$ cat config.mk
export PLATFORM = sky130hd
export DESIGN_NAME = audio_sample_writer
export DESIGN_NICKNAME = d
export VERILOG_FILES = /design/src/rtl/audio_out_pkg.sv /design/src/rtl/sample_fifo.sv /design/src/rtl/audio_sample_writer.sv
export SDC_FILE = /design/constraint.sdc
export NUM_CORES = 1
export LEC_CHECK = 0
export CORE_MARGIN = 1
export CORE_UTILIZATION = 59
export CTS_BUF_LIST = sky130_fd_sc_hd__clkbuf_4 sky130_fd_sc_hd__clkbuf_8 sky130_fd_sc_hd__clkbuf_16
export DETAILED_ROUTE_END_ITERATION = 10
export PLACE_DENSITY = 0.85
export SLEW_MARGIN = 20
export SYNTH_ARGS = -nofsm -noshare
export SYNTH_HDL_FRONTEND = slang
export SYNTH_SLANG_ARGS = --single-unit
export TNS_END_PERCENT = 5
$ cat constraint.sdc
create_clock -name clk -period 6.45 [get_ports clk]
set_input_delay 1.935 -clock clk [delete_from_list [all_inputs] [get_ports clk]]
set_output_delay 1.935 -clock clk [all_outputs]
set_load 0.01 [all_outputs]
$ cat src/rtl/audio_out_pkg.sv
// Shared register map and field positions for the audio output path.
package audio_out_pkg;

  localparam logic [1:0] ADDR_DATA   = 2'd0;
  localparam logic [1:0] ADDR_STATUS = 2'd1;
  localparam logic [1:0] ADDR_CTRL   = 2'd2;
  localparam logic [1:0] ADDR_CLEAR  = 2'd3;

  localparam int STS_EMPTY_BIT   = 16;
  localparam int STS_FULL_BIT    = 17;
  localparam int STS_OVF_BIT     = 18;
  localparam int STS_UCNT_LSB    = 20;
  localparam int CTRL_IRQ_EN_BIT = 0;
  localparam int CTRL_THR_LSB    = 8;
  localparam int CLR_OVF_BIT     = 0;
  localparam int CLR_UCNT_BIT    = 1;

  localparam int DEFAULT_DATA_SIZE = 28;

endpackage

$ cat src/rtl/sample_fifo.sv
// Synchronous first-word-fall-through FIFO; head_dat is read straight from storage.
// A push into a full FIFO lands only when a pop happens in the same cycle.
module sample_fifo #(
  parameter int WIDTH = 28,
  parameter int DEPTH = 16
) (
  input  logic                     clk,
  input  logic                     rst,
  input  logic                     push,
  input  logic [WIDTH-1:0]         push_dat,
  input  logic                     pop,
  output logic [WIDTH-1:0]         head_dat,
  output logic                     full,
  output logic                     empty,
  output logic [$clog2(DEPTH):0]   level
);

  localparam int AW = $clog2(DEPTH);
  localparam int LW = AW + 1;

  logic [WIDTH-1:0] mem [DEPTH];
  logic [AW-1:0]    wr_ptr;
  logic [AW-1:0]    rd_ptr;
  logic             do_pop;
  logic             do_push;

  assign empty    = (level == '0);
  assign full     = (level == LW'(DEPTH));
  assign do_pop   = pop & ~empty;
  assign do_push  = push & (~full | do_pop);
  assign head_dat = mem[rd_ptr];

  // Power-of-two depth lets the pointers wrap by plain overflow.
  always_ff @(posedge clk) begin
    if (rst) begin
      wr_ptr <= '0;
      rd_ptr <= '0;
      level  <= '0;
    end else begin
      if (do_push) wr_ptr <= wr_ptr + 1'b1;
      if (do_pop)  rd_ptr <= rd_ptr + 1'b1;
      if (do_push && !do_pop)      level <= level + 1'b1;
      else if (do_pop && !do_push) level <= level - 1'b1;
    end
  end

  always_ff @(posedge clk) begin
    if (do_push) mem[wr_ptr] <= push_dat;
  end

endmodule

$ cat src/rtl/audio_sample_writer.sv
// CPU-to-stream bridge: Avalon-MM sample writes buffered in a FWFT FIFO, emitted on Avalon-ST.
// Optional underrun counter in STATUS[31:20] is built when AUDIO_UNDERRUN_CNT_EN is defined.
module audio_sample_writer
  import audio_out_pkg::*;
#(
  parameter int DATA_SIZE  = DEFAULT_DATA_SIZE,
  parameter int FIFO_DEPTH = 16,
  parameter int LVL_W      = $clog2(FIFO_DEPTH) + 1
) (
  input  logic                 clk,
  input  logic                 rst,
  input  logic                 chipselect,
  input  logic [1:0]           address,
  input  logic                 write,
  input  logic [31:0]          writedata,
  input  logic                 read,
  output logic [31:0]          read_data,
  output logic                 source_valid,
  output logic [DATA_SIZE-1:0] source_data,
  input  logic                 source_ready,
  output logic                 irq
);

  logic             push_req;
  logic             pop;
  logic             clear_wr;
  logic             ctrl_wr;
  logic             fifo_full;
  logic             fifo_empty;
  logic [LVL_W-1:0] level;
  logic             overflow;
  logic             irq_en;
  logic [LVL_W-1:0] threshold;
  logic [31:0]      rd_mux;
  logic             unused_bits;

  assign push_req     = chipselect & write & (address == ADDR_DATA);
  assign ctrl_wr      = chipselect & write & (address == ADDR_CTRL);
  assign clear_wr     = chipselect & write & (address == ADDR_CLEAR);
  assign source_valid = ~fifo_empty;
  assign pop          = source_valid & source_ready;

  sample_fifo #(
    .WIDTH (DATA_SIZE),
    .DEPTH (FIFO_DEPTH)
  ) u_fifo (
    .clk      (clk),
    .rst      (rst),
    .push     (push_req),
    .push_dat (writedata[DATA_SIZE-1:0]),
    .pop      (pop),
    .head_dat (source_data),
    .full     (fifo_full),
    .empty    (fifo_empty),
    .level    (level)
  );

`ifdef AUDIO_UNDERRUN_CNT_EN
  logic [15:0] ucnt;
  logic        ucnt_armed;

  // Counting starts only once software has produced at least one sample.
  always_ff @(posedge clk) begin
    if (rst) begin
      ucnt       <= '0;
      ucnt_armed <= 1'b0;
    end else if (clear_wr && writedata[CLR_UCNT_BIT]) begin
      ucnt       <= '0;
      ucnt_armed <= 1'b0;
    end else begin
      if (push_req && (!fifo_full || pop)) ucnt_armed <= 1'b1;
      if (ucnt_armed && source_ready && fifo_empty && ucnt != 16'hFFFF)
        ucnt <= ucnt + 16'd1;
    end
  end

  assign unused_bits = ^{writedata, ucnt[15:12]};
`else
  assign unused_bits = ^writedata;
`endif

  always_comb begin
    rd_mux = '0;
    case (address)
      ADDR_STATUS: begin
        rd_mux[LVL_W-1:0]     = level;
        rd_mux[STS_EMPTY_BIT] = fifo_empty;
        rd_mux[STS_FULL_BIT]  = fifo_full;
        rd_mux[STS_OVF_BIT]   = overflow;
`ifdef AUDIO_UNDERRUN_CNT_EN
        rd_mux[STS_UCNT_LSB +: 12] = ucnt[11:0];
`endif
      end
      ADDR_CTRL: begin
        rd_mux[CTRL_IRQ_EN_BIT]          = irq_en;
        rd_mux[CTRL_THR_LSB +: LVL_W]    = threshold;
      end
      default: rd_mux = '0;
    endcase
  end

  // Registers sample pre-update state, so a same-cycle read sees the old values.
  always_ff @(posedge clk) begin
    if (rst) begin
      read_data <= '0;
      overflow  <= 1'b0;
      irq_en    <= 1'b0;
      threshold <= '0;
      irq       <= 1'b0;
    end else begin
      if (chipselect && read) read_data <= rd_mux;
      if (push_req && fifo_full && !pop)
        overflow <= 1'b1;
      else if (clear_wr && writedata[CLR_OVF_BIT])
        overflow <= 1'b0;
      if (ctrl_wr) begin
        irq_en    <= writedata[CTRL_IRQ_EN_BIT];
        threshold <= writedata[CTRL_THR_LSB +: LVL_W];
      end
      irq <= irq_en & (level <= threshold);
    end
  end

endmodule

[Word-level counts from Yosys, hierarchy flattened]
Memories as Yosys holds them, arrays and structs flattened. A register that Yosys moved wholly into a read port is not among the register bits.
Index checks and enable logic that the tools add are counted.
Widths: inputs -> output; s select.
Storage, ports and cells
  bits in registers: 34
  bits in writable memories: 448
  bits of input ports: 40
  output and inout bits: 62
  word-level logic and storage cells: 54
  memories kept: 1
Operators by class
  $add $sub $neg: 4
  order comparisons: 1
  equality and inequality tests: 4
  multiplexer cells: 12
  bitwise operators: 11
  reduce and logical (&&, ||, !) cells: 13
Memory list
  u_fifo.mem: words 16, width 28, read ports 1, clocked after memory_dff 1, write ports 1, line sample_fifo.sv:21  | logic [WIDTH-1:0] mem [DEPTH];
Operator list (number)
  $mux 5: 3
  $mux 4: 3
  $add 4x1->4 const B: 2
  $and 1x1->1: 8
  $logic_and 1x1->1: 6
  $add 5x1->5 const B: 1
  $eq 5x5->1 const B: 1
  $le 5x5->1: 1
  $logic_not 5->1: 1
  $sub 5x1->5 const B: 1
  $eq 2x2->1 const B: 2
  $mux 1: 4
  $reduce_bool 2->1: 2
  $logic_not 1->1: 3
  $mux 3: 1
  $eq 2x1->1 const B: 1
  $logic_not 2->1: 1
  $not 1->1: 2
  $pmux 1 s2: 1
  $or 1x1->1: 1

[Depth between registers and ports, before layout]
Gate-level depths: netlist (run 1).
  word-level depth: 10
  depth in mapped cells: 11

[Cells and area by module]
A second synthesis (run 1) with hierarchy kept.
Second synthesis, totals
  cells, all modules: 932
  area total of the unflattened synthesis: 18839.3 sq um
By module, submodules not included
  sample_fifo: times used 1, cells an instance 797, area each 17682.0 sq um
  audio_sample_writer: times used 1, cells an instance 135, area each 1157.4 sq um

[Least setup slack after synthesis (run 1)]
OpenSTA, ideal clock, no wires.
  path kind: in2reg
  from: in address[0]
  to: mem u_fifo.mem[0][0] (enable)
  setup time: 448 ps
  arrival: 4610 ps
  data required time: 6002 ps
  setup slack: 1392 ps
  stages on the path: 6
  buffers on the path: 0
  cells stage by stage: inv_1 -> ha_1 -> nand3_1 -> a21oi_2 -> nand2_1 -> nor3_1
On the way
  word-level cells in the longest chain between the ends: 5
RTL lines
  start, declared: line audio_sample_writer.sv:13  | input logic [1:0] address,
  $logic_not 2->1: line audio_sample_writer.sv:37  | assign push_req = chipselect & write & (address == ADDR_DATA);
  $and 1x1->1: line audio_sample_writer.sv:37
  $and 1x1->1: line sample_fifo.sv:30  | assign do_push = push & (~full | do_pop);
  via u_fifo.do_push: line sample_fifo.sv:25  | logic do_push;
  $mux 1: line sample_fifo.sv:48  | if (do_push) mem[wr_ptr] <= push_dat;
  $mux 1 (not written as such): line sample_fifo.sv:48
  end, declared: line sample_fifo.sv:21
The timed path passes the listed nets, and every way through them passes these cells.

==> impl_metrics.csv, run 1 <==
group,metric,value,unit
critical_path,crit_path_end_kind,"output port",
detailed_routing,drt_pass1_iterations,4,
detailed_routing,vias,9456,
sta,max_freq,193,MHz
floorplanning,placementRows,64,
sta,rsz0062_at_grt,"false",
placement,io_buffers,78,
synth,yosysWarnings,0,
clock_network,cts_root_buf,"clkbuf_16",
pwr,total_power,0.00721,W
synth,post-synth-top-count-cell,"edfxtp_1",
global_routing,grt_pass1_vias,9876,
critical_path,cp.arrival,3.26,ns
placement,place_congestion,0.776,
clock_network,cts_tree,"done",
detailed_routing,drc,0,
critical_path,cp.required,4.51,ns
clock_network,ctsHtreeMaxLevel,2,
detailed_routing,avgRoutedWirePerCell,28.1,µm
clock_network,cts_resized,0,
synth,synth_seq_cells,486,
synth,post_synth.cell_area_avg,20.3,µm²
synth,synthTopCellsByArea,"edfxtp_1 72%, mux4_2 13%, dfxtp_1 4.1%",
sta,setup_viol,0,
clock_network,cts.sinks,486,
flow_run,cap_violations,0,
global_routing,grt_usage,0.259,
hold_path,hold_path.class,"reg -> reg",
synth,synthTopCellsByCount,"448 x edfxtp_1, 112 x mux4_2, 57 x a22oi_1, 47 x nand2_1, 39 x nor2_1",
sta,slew_viol_final,0,
global_routing,overflow,0,
final_layout,n_antenna_cell,0,
synth,netlist_area,18800,µm²
critical_path,crit_type,"reg -> out",
synth,synthArstFlopShare,0,
clock_network,cts_hold_buf,0,
detailed_routing,viasPerCell,6.48,
detailed_routing,drt-initial-drc-count,1124,
synth,yosysTopAreaCell,"edfxtp_1",
critical_path,crit_fanout,29,
floorplanning,die_w,180,µm
synth,synth_cell_types,43,
clock_network,clk-insertion-delay-late,0.55,ns
placement,dp_cells,1372,
placement,dpl_worst_slack,1.59,ns
clock_network,postCtsSetupRepairBufs,0,
hold_path,hold_depth,2,
sta,finalCritPeriodShare,0.805,
sta,setup_tns,0,ns
final_layout,drive_above_1_share,0.220,
detailed_routing,antenna_left,0,
final_layout,fill_cells,1793,
placement,dp_hpwl,20800,µm
critical_path,worstRegToRegCells,9,
synth,synth-edff-count,448,
floorplanning,io_pins,102,
sta,finClkSkew,0.0140,ns
synth,synth_top_area_share,0.717,
sta,hold_violations,0,
sta,fin_ws,1.26,ns
sta,fin_crit,5.19,ns
pwr,vdd_drop_max,0.208,mV
floorplanning,dieArea,32500,µm²
final_layout,layout.nets,1087,
clock_network,cts_buffers,46,
final_layout,syn_to_final_growth,15.2,%
global_routing,grt_pass1_wl,61200,µm
run_status,status,"finished, final reports clean",
synth,ys.flop_type,"edfxtp_1",
synth,netlist_instances,924,
floorplanning,die_h,180,µm
clock_network,cts.clk_slew.worst_paths,0.06,ns
final_layout,fin_cells,1460,
floorplanning,coreArea,30900,µm²
pwr,power.leakage,6.90,nW
pwr,p_per_area,334,nW/µm²
global_routing,grt_max_degree,65,
synth,synth_seq_area_share,0.758,
critical_path,start_kind,"flip-flop",
detailed_routing,drt-total-wl,41000,µm
sta,relSlewSlack,0.239,
clock_network,clockBufferDepth,3,
sta,tightest_slew,1.14,ns
global_routing,antenna_found_initial,0,
floorplanning,initial_core_util,0.607,
-- routing by layer --
layer  track usage  part of all wire
met2         0.438              0.51
met5             0                 0
met1         0.350              0.38
met3        0.0406             0.080
met4        0.0862             0.025
-- where the power goes --
part	switching (W)	internal, W
clock	0.00112	0.00151
combinational	0.000460	0.000566
sequential	0.0000967	0.00346
-- cell type report --
cell class	instances	area, µm²	share of cell area
clock buffer	59	1270	0.0586
clock inverter	25	194	0.00898
inverter	12	45.0	0.00208
multi-input combinational	379	4300	0.199
sequential	486	14200	0.658
tap	396	495	0.0229
timing repair buffer	103	1090	0.0503
-- path summary, 6_finish.rpt --
| kind | start | end | slack [ns] |
|---|---|---|---|
| max | flip-flop | source_data[5] | 1.26 |
| min | read_data[16]$_SDFFE_PP0P_ | read_data[16]$_SDFFE_PP0P_ | 0.45 |
| max reg2reg | u_fifo.level[0]$_SDFFE_PP0P_ | u_fifo.level[4]$_SDFFE_PP0P_ | 3.59 |
| min reg2reg | read_data[16]$_SDFFE_PP0P_ | read_data[16]$_SDFFE_PP0P_ | 0.45 |
-- worst max-delay path: stages (launching register included) --
cell             delay (ns)
dfxtp_4                0.63
buf_4                  0.57
mux4_2                 0.59
a22oi_1                0.24
nand2_1                0.15
clkdlybuf4s50_1        0.51
-- state kept, by name, indices dropped and copies added, names as in the netlist, named ones only --
| register | flops |
|---|---|
| irq_en | 1 |
| u_fifo.mem | 448 |
| u_fifo.wr_ptr | 4 |
| read_data | 13 |
| u_fifo.rd_ptr | 4 |
| u_fifo.level | 5 |
| overflow | 1 |
| threshold | 5 |
| irq | 1 |
-- cells in the final DEF (no fill, tap or decap), drive strengths merged, types with 2 or more instances in the layout --
| cell | count |
|---|---|
| a211oi | 3 |
| a21oi | 17 |
| a22oi | 57 |
| and2 | 2 |
| and3 | 2 |
| buf | 25 |
| bufinv | 3 |
| clkbuf | 59 |
| clkdlybuf4s50 | 78 |
| clkinv | 19 |
| clkinvlp | 2 |
| conb | 19 |
| dfxtp | 38 |
| edfxtp | 448 |
| ha | 18 |
| inv | 13 |
| mux2i | 9 |
| mux4 | 112 |
| nand2 | 47 |
| nand2b | 2 |
| nand3 | 16 |
| nor2 | 39 |
| nor2b | 5 |
| nor3 | 4 |
| nor4 | 2 |
| o211ai | 3 |
| xnor2 | 3 |
| xor2 | 5 |
-- logic make-up (layout without fill, tap and decap cells) --
logic type      Yosys count  in the layout  share of synthesized area
flops                   486            486                      0.758
mux                     122            122                      0.140
xor+xnor                  8              8                    0.00374
buf+inv                  77            199                     0.0228
fa+ha+maj                19             19                     0.0131
simple gates            124            124                     0.0294
other cells               1             19                   0.000200
compound gates           87             87                     0.0329
-- stage by stage --
stage / area, µm² / util / hold slack (ns)
floorplan: 18800 / - / 0.449
global placement: 20000 / 0.647 / 0.442
detailed placement: 20000 / 0.648 / 0.446
CTS: 21500 / 0.696 / 0.455
global route: 21600 / 0.699 / 0.477
finish: 21600 / 0.699 / 0.451
Power figures use the tool's default switching activity.
==> run 2, diff against run 1 <==
==> constraint.sdc (replaced) <==
create_clock -name clk -period 5.37 [get_ports clk]
set_input_delay 1.611 -clock clk [delete_from_list [all_inputs] [get_ports clk]]
set_output_delay 1.611 -clock clk [all_outputs]
set_load 0.01 [all_outputs]
==> impl_metrics.csv, run 2 (synthesis results as in run 1) <==
group,metric,value,unit
floorplanning,coreArea,30900,µm²
sta,setup_viol,0,
detailed_routing,drt-total-wl,41700,µm
detailed_routing,vias,9572,
clock_network,ctsHtreeMaxLevel,2,
clock_network,cts_hold_buf,0,
final_layout,drive_above_1_share,0.230,
sta,setup_tns,0,ns
clock_network,cts.sinks,486,
placement,dp_hpwl,21000,µm
final_layout,largest_register_ffs,448,
run_status,status,"finished, final reports clean",
detailed_routing,avgRoutedWirePerCell,28.3,µm
clock_network,cts_root_buf,"clkbuf_16",
pwr,vdd_drop_max,0.203,mV
final_layout,top_register,"u_fifo.mem",
floorplanning,io_pins,102,
sta,hold_violations,0,
global_routing,grt_usage,0.261,
final_layout,final_util,0.703,
hold_path,hold_depth,2,
detailed_routing,drt-initial-drc-count,1059,
floorplanning,placementRows,64,
global_routing,antenna_found_initial,1,
pwr,power.leakage,6.98,nW
floorplanning,initial_core_util,0.607,
sta,slew_viol_final,0,
critical_path,crit_fanout,34,
clock_network,clk-insertion-delay-late,0.55,ns
critical_path,cp.arrival,3.21,ns
sta,tightest_slew,0.857,ns
clock_network,cts_resized,0,
critical_path,crit_type,"reg -> out",
clock_network,postCtsSetupRepairBufs,0,
detailed_routing,viasPerCell,6.49,
placement,dp_cells,1387,
sta,finalCritPeriodShare,0.897,
placement,place_congestion,0.740,
sta,fin_crit,4.82,ns
floorplanning,die_w,180,µm
final_layout,layout.nets,1099,
sta,rsz0062_at_grt,"false",
placement,io_buffers,78,
final_layout,top_regs,"u_fifo.mem: 448 flops, read_data: 13 flops",
detailed_routing,antenna_left,0,
floorplanning,dieArea,32500,µm²
global_routing,overflow,0,
sta,relSlewSlack,0.429,
final_layout,n_antenna_cell,0,
clock_network,cts_buffers,47,
final_layout,fin_cells,1474,
pwr,p_per_area,408,nW/µm²
global_routing,grt_max_degree,42,
final_layout,layout_commonest_cell,"edfxtp_1",
global_routing,grt_pass1_wl,61800,µm
final_layout,syn_to_final_growth,15.8,%
detailed_routing,drc,0,
hold_path,hold_path.startpoint,"read_data[12]$_SDFFE_PP0P_",
hold_path,hold_path.class,"reg -> reg",
detailed_routing,drt_pass1_iterations,5,
clock_network,clockBufferDepth,3,
critical_path,cp.required,3.76,ns
sta,finClkSkew,0.0184,ns
critical_path,r2r-start,"u_fifo.level[0]$_SDFFE_PP0P_",
global_routing,grt_pass1_vias,10100,
critical_path,crit_path_end_kind,"output port",
clock_network,cts.clk_slew.worst_paths,0.06,ns
flow_run,cap_violations,0,
floorplanning,die_h,180,µm
critical_path,start_kind,"flip-flop",
final_layout,mostFrequentLayoutCells,"448 x edfxtp_1, 112 x mux4_2, 78 x clkdlybuf4s50_1",
sta,max_freq,208,MHz
clock_network,cts_tree,"done",
critical_path,worstRegToRegCells,9,
==> run 2: cell types whose count changed in the layout (fill, tap and decap cells not counted), sizes merged <==
cell      before  now
buf           25   36
bufinv         3    5
clkbuf        59   57
clkinv        19   21
clkinvlp       2    3
==> run 2: per-layer routing <==
metal	vias up	track usage	part of all wire
met5	-	0	0
met4	0	0.101	0.032
met3	92	0.0479	0.091
met2	581	0.431	0.51
met1	4928	0.350	0.37
li1	3971	-	-
==> run 2: layout make-up <==
class,count,area (µm²)
clock buffers,57,1290
clock inverters,30,272
fillers,1734,9190
inverters,12,45.0
multi-input cells,379,4300
flip-flops and latches,486,14200
well taps,396,495
repair buffers,114,1100
==> run 2: worst max-delay path: stages (launching register included) <==
cell and delay, ns:
dfxtp_4 0.79, buf_4 0.42, mux4_2 0.56, a22oi_1 0.26, nand2_1 0.11, clkdlybuf4s50_1 0.51
==> run 2: metrics by stage <==
step           cell area, µm²  hold slack, ns  total power [W]  worst slack, ns
5_1_grt                 21700           0.479          0.00913            0.380
4_1_cts                 21700           0.463          0.00890            0.508
6_report                21700           0.458          0.00887            0.552
3_5_place_dp            20200           0.450          0.00560            0.990
2_1_floorplan           18800           0.449          0.00521            0.636
3_3_place_gp            20200           0.443          0.00557             1.04
==> run 2: final timing paths <==
check | to | slack, ns
min | read_data[12]$_SDFFE_PP0P_ | 0.46
min reg2reg | read_data[12]$_SDFFE_PP0P_ | 0.46
max | source_data[9] | 0.55
max reg2reg | u_fifo.level[4]$_SDFFE_PP0P_ | 2.48
==> run 2: power breakdown <==
part           switching (W)  total [W]  internal (W)
Combinational       0.000570    0.00127      0.000699
Sequential          0.000109    0.00427       0.00416
Clock                0.00139    0.00333       0.00195
